[config.mk]
export PLATFORM = sky130hd
export DESIGN_NAME = pipelined_segment_adder
export DESIGN_NICKNAME = d
export VERILOG_FILES = /design/src/rtl/fp_arith_pkg.sv /design/src/rtl/adder_seg_stage.sv /design/src/rtl/pipelined_segment_adder.sv
export SDC_FILE = /design/constraint.sdc
export NUM_CORES = 2
export LEC_CHECK = 0
export CELL_PAD_IN_SITES_DETAIL_PLACEMENT = 1
export CELL_PAD_IN_SITES_GLOBAL_PLACEMENT = 1
export CORE_MARGIN = 2
export CORE_UTILIZATION = 55
export CTS_CLUSTER_SIZE = 12
export DETAILED_ROUTE_END_ITERATION = 6
export PLACE_DENSITY = 0.91
export SYNTH_ARGS = -nofsm -noshare
export SYNTH_HDL_FRONTEND = slang
export SYNTH_HIERARCHICAL = 1
export SYNTH_SLANG_ARGS = --single-unit
[constraint.sdc]
create_clock -name clk -period 6.3 [get_ports clk]
set_input_delay 1.26 -clock clk [delete_from_list [all_inputs] [get_ports clk]]
set_output_delay 1.26 -clock clk [all_outputs]
set_load 0.005 [all_outputs]
[src/rtl/fp_arith_pkg.sv]
// Shared constants and helpers for the double-precision arithmetic datapath.
package fp_arith_pkg;
    localparam int DP_MANT_W      = 53;
    localparam int DP_MANT_PROD_W = 106;
    localparam int DEF_SEG_W      = 13;

    // Number of segments needed to cover width bits, seg_w bits at a time.
    function automatic int nseg(input int width, input int seg_w);
        return (width + seg_w - 1) / seg_w;
    endfunction
endpackage

[src/rtl/adder_seg_stage.sv]
// One carry-segment of the pipelined adder: a plain SEG_W-bit ripple add.
module adder_seg_stage
    import fp_arith_pkg::*;
#(
    parameter int SEG_W = DEF_SEG_W
) (
    input  logic [SEG_W-1:0] a_seg,
    input  logic [SEG_W-1:0] b_seg,
    input  logic             cin,
    output logic [SEG_W-1:0] s_seg,
    output logic             cout
);
    assign {cout, s_seg} = {1'b0, a_seg} + {1'b0, b_seg} + {{SEG_W{1'b0}}, cin};
endmodule

[src/rtl/pipelined_segment_adder.sv]
// WIDTH-bit adder/subtractor split into SEG_W-bit segments, one segment per stage,
// carry registered between stages; valid/ready handshake with a global stall.
module pipelined_segment_adder
    import fp_arith_pkg::*;
#(
    parameter int WIDTH = DP_MANT_PROD_W,
    parameter int SEG_W = DEF_SEG_W
) (
    input  logic             clk,
    input  logic             rst_n,
    input  logic             in_valid,
    output logic             in_ready,
    input  logic [WIDTH-1:0] a,
    input  logic [WIDTH-1:0] b,
    input  logic             cin,
    input  logic             sub,
    output logic             out_valid,
    input  logic             out_ready,
    output logic [WIDTH-1:0] sum,
    output logic             cout
);
    localparam int NSEG = nseg(WIDTH, SEG_W);

    if (SEG_W < 1 || SEG_W > WIDTH) begin : g_bad_param
        $error("pipelined_segment_adder: SEG_W must be in 1..WIDTH");
    end

    logic             advance;
    logic [NSEG:1]    vld_pipe;
    logic [WIDTH-1:0] b_eff;

    assign advance   = !vld_pipe[NSEG] || out_ready;
    assign in_ready  = advance;
    assign out_valid = vld_pipe[NSEG];
    assign b_eff     = sub ? ~b : b;

    // Bubbles travel down the pipe as invalid entries; nothing is collapsed.
    always_ff @(posedge clk or negedge rst_n) begin
        if (!rst_n) begin
            vld_pipe <= '0;
        end else if (advance) begin
            vld_pipe[1] <= in_valid;
            for (int k = 2; k <= NSEG; k++) vld_pipe[k] <= vld_pipe[k-1];
        end
    end

    for (genvar k = 0; k < NSEG; k++) begin : g_stg
        localparam int LO = k * SEG_W;
        localparam int SW = (k == NSEG - 1) ? WIDTH - LO : SEG_W;
        localparam int HI = LO + SW;

        logic [SW-1:0] a_seg, b_seg, s_seg;
        logic          ci, co;
        logic [HI-1:0] sum_d, sum_q;
        logic          cy_q;

        if (k == 0) begin : g_in
            assign a_seg = a[SW-1:0];
            assign b_seg = b_eff[SW-1:0];
            assign ci    = sub | cin;
            assign sum_d = s_seg;
        end else begin : g_in
            assign a_seg = g_stg[k-1].g_up.a_q[SW-1:0];
            assign b_seg = g_stg[k-1].g_up.b_q[SW-1:0];
            assign ci    = g_stg[k-1].cy_q;
            assign sum_d = {s_seg, g_stg[k-1].sum_q};
        end

        adder_seg_stage #(.SEG_W(SW)) u_add (
            .a_seg (a_seg),
            .b_seg (b_seg),
            .cin   (ci),
            .s_seg (s_seg),
            .cout  (co)
        );

        always_ff @(posedge clk or negedge rst_n) begin
            if (!rst_n) begin
                sum_q <= '0;
                cy_q  <= 1'b0;
            end else if (advance) begin
                sum_q <= sum_d;
                cy_q  <= co;
            end
        end

        // Operand bits still waiting for a later segment (b already conditioned).
        if (HI < WIDTH) begin : g_up
            logic [WIDTH-HI-1:0] a_d, b_d, a_q, b_q;

            if (k == 0) begin : g_src
                assign a_d = a[WIDTH-1:HI];
                assign b_d = b_eff[WIDTH-1:HI];
            end else begin : g_src
                assign a_d = g_stg[k-1].g_up.a_q[WIDTH-LO-1:SW];
                assign b_d = g_stg[k-1].g_up.b_q[WIDTH-LO-1:SW];
            end

            always_ff @(posedge clk or negedge rst_n) begin
                if (!rst_n) begin
                    a_q <= '0;
                    b_q <= '0;
                end else if (advance) begin
                    a_q <= a_d;
                    b_q <= b_d;
                end
            end
        end
    end

    assign sum  = g_stg[NSEG-1].sum_q;
    assign cout = g_stg[NSEG-1].cy_q;
endmodule

==> flow_metrics.py <==
metrics = {
    "status": {
        "status": "finished, final reports clean",
    },
    "synthesis": {
        "synthArstFlopShare_pct": 100,
        "synth_edf_count": 0,
        "yosysWarnings": 6,
        "ys_types": 67,
        "synth_top_area_share_pct": 60.4,
        "netlist_instances": 3593,
        "synth_most_common_cell": "dfrtp_1",
        "synth_flop_cell": "dfrtp_1",
        "syn_area_um2": 56000,
        "seq_area_frac_synth_pct": 60.4,
        "syn_area_per_cell_um2": 15.6,
        "synth_seq_cells": 1352,
        "synthesis.nets": 3925,
        "synth.area.top_cells": "dfrtp_1 60%, mux2_2 25%, mux2_4 2.4%",
        "synth_top_area_cell": "dfrtp_1",
        "synth_commonest_cells": "1352 x dfrtp_1, 1251 x mux2_2, 134 x buf_2",
    },
    "sta": {
        "max_slew.worst_pin.slew_ps": 1260,
        "post-route-period-util_pct": 68.9,
        "slew_violations": 0,
        "fmax_mhz": 230,
        "finalCriticalPeriod_ps": 4340,
        "setup_tns_ps": 0,
        "hold_ws_ps": 480,
        "hold_viol": 0,
        "setup_violations": 0,
        "skew_ps": 31.3,
        "rsz0062_at_grt": "no",
        "maxSlewHeadroom_pct": 16.2,
    },
    "die": {
        "rows": 117,
        "start_util_pct": 55.2,
        "io_pins": 327,
        "core_area_um2": 101000,
        "die_w_um": 323,
        "die_h_um": 323,
        "die_area_um2": 104000,
    },
    "setup_path": {
        "end_kind": "output port",
        "crit_family": "buffers and inverters",
        "cp_max_fo": 95,
        "worstPathRequired_ps": 5040,
        "arrival_ps": 3080,
        "cp_cell_sequence": "clkdlybuf4s50_1, nor2b_4, inv_8, clkdlybuf4s50_1",
        "critPathKind": "input pin to output port",
        "cpPeakStageDelay_ps": 650,
        "crit_path_start_kind": "input pin",
        "crit_buf_inv": 3,
        "worst_path_most_repeated_cell": "clkdlybuf4s50_1",
        "cp_slowest_cell": "clkdlybuf4s50_1",
    },
    "grt": {
        "grt_start_max_net_pins": 200,
        "grtUsageTotal_pct": 27.0,
        "grt_pass1_vias": 36000,
        "grt_pass1_wl_mm": 216,
        "grt_overflow": 0,
        "antenna_found_initial": 13,
    },
    "clock_network": {
        "hold_buffers": 0,
        "cts_sinks": 1352,
        "cts_setup_buffers": 0,
        "clk-insertion-delay-late_ps": 760,
        "cts_root_buf": "clkbuf_16",
        "clock_path_buffers": 3,
        "post_cts_resized": 0,
        "cts_tree": "yes",
        "htreeDepth": 4,
        "numCtsBuffers": 143,
        "cts.clk_slew.worst_paths_ps": 60,
    },
    "drt": {
        "vias_per_cell": 5.71,
        "vias": 30800,
        "dr.pass1.iters": 5,
        "drtAntennaViolNets": 0,
        "wire_per_inst_um": 25.6,
        "drc": 0,
        "routed_wl_mm": 138,
        "drtIter0Drc": 1812,
    },
    "min_path": {
        "hold_class": "register to register",
    },
    "power": {
        "pwr-share-comb_pct": 36.6,
        "p_leak_nw": 27.7,
        "peakVddDrop_mv": 0.549,
        "switching_share_pct": 33.7,
        "total_power_w": 0.0382,
        "seq_power_share_pct": 41.5,
        "p_switching_w": 0.0129,
        "powerDensity_nw_per_um2": 588,
        "clockPowerShare_pct": 21.9,
        "power.internal_w": 0.0253,
    },
    "final_layout": {
        "syn2layout_area_growth_pct": 16.0,
        "drive_gt1_share_pct": 40.1,
        "final_util_pct": 64.1,
        "fin_nets": 4257,
    },
    "run": {
        "drv_cap": 0,
    },
    "placement": {
        "numPortBuffers": 326,
        "detailed_place_hpwl_mm": 79.6,
        "gp_congestion": 0.820,
    },
}
## worst paths after layout
path | startpoint | to | slack [ps] | cells past startpoint
max | out_ready | in_ready | 1960 | 4
max reg2reg | vld_pipe[9] | g_stg[7].sum_q[57] | 2780 | 5
min in group asynchronous | rst_n | sum[29] | 490 | 1
min | vld_pipe[8] | vld_pipe[9] | 480 | 1
max in group asynchronous | rst_n | g_stg[2].g_up.a_q[38] | 4130 | 2
min reg2reg | vld_pipe[8] | vld_pipe[9] | 480 | 1
## placed cells by master (no fill, tap or decap), types with 5 or more instances in the layout
| cell | count |
|---|---|
| mux2i_1 | 5 |
| clkdlybuf4s50_1 | 324 |
| o21ai_1 | 7 |
| a221oi_2 | 7 |
| or3_1 | 10 |
| fa_1 | 18 |
| xnor2_1 | 49 |
| nand2_1 | 38 |
| a31oi_1 | 9 |
| dfrtp_1 | 1352 |
| and3_1 | 9 |
| mux2_4 | 90 |
| nand2b_1 | 11 |
| diode_2 | 7 |
| clkbuf_1 | 35 |
| nor2b_1 | 6 |
| inv_1 | 19 |
| nor3_1 | 11 |
| o31ai_1 | 5 |
| clkbuf_16 | 147 |
| clkbuf_8 | 33 |
| mux2_2 | 1251 |
| inv_6 | 6 |
| nand3_1 | 20 |
| ha_1 | 96 |
| a21oi_1 | 68 |
| buf_4 | 19 |
| or2_2 | 5 |
| a21oi_2 | 8 |
| a21boi_0 | 5 |
| a21o_1 | 28 |
| xor2_1 | 129 |
| nand4_1 | 6 |
| o211ai_1 | 6 |
| clkinv_2 | 5 |
| o21a_1 | 10 |
| buf_12 | 11 |
| nor2_1 | 50 |
| mux2_1 | 10 |
| o21ai_0 | 32 |
## layer usage
metal	track usage, %	up-vias	part of all wire [%]
met5	0	-	0.045
met4	10.3	10	3.4
met3	4.57	294	4.0
met2	48.4	697	53
met1	32.5	16400	40
li1	-	13500	-
## cell type report
type	instances	area, µm²
diodes	7	17.5
clock buffers	215	4260
clock inverters	23	314
fillers	8853	36400
inverters	20	82.6
multi-input cells	2052	21200
flip-flops and latches	1352	33800
well taps	1368	1710
repair buffers	356	3640
## state kept, by name, summed over array words and instances, names as in the netlist
register and count:
cout 1, g_stg.cy_q 8, g_stg.g_up.a_q 380, g_stg.g_up.b_q 380, g_stg.sum_q 468, sum 106, vld_pipe 9
## through the flow
| stage | instance area (µm²) | instances | worst slack, ps |
|---|---|---|---|
| after floorplan | 56000 | 3593 | 2120 |
| after global placement | 60400 | 5148 | 1740 |
| after detailed placement | 60400 | 5148 | 1670 |
| after CTS | 65000 | 5386 | 1870 |
| after global routing | 65000 | 5390 | 1820 |
| final | 65000 | 5393 | 1960 |
## power by group through the flow
stage / registers [W] / clock network [W] / logic, W
after floorplan: 0.0145 / 0 / 0.00992
after global placement: 0.0152 / 0 / 0.0121
after detailed placement: 0.0157 / 0 / 0.0132
after CTS: 0.0159 / 0.00853 / 0.0141
after global routing: 0.0163 / 0.00884 / 0.0150
final: 0.0159 / 0.00836 / 0.0140
## cell families (layout without fill, tap and decap cells)
kind of cell | after synthesis | in the layout | synth area share [%]
mux | 1356 | 1356 | 27.8
flops | 1352 | 1352 | 60.4
compound gates | 224 | 224 | 2.76
buf+inv | 189 | 614 | 1.87
simple gates | 180 | 180 | 1.59
xor+xnor | 178 | 178 | 2.78
fa+ha+maj | 114 | 114 | 2.79
other cells | 0 | 7 | 0
Note: power is estimated with default switching activity, not from simulation.
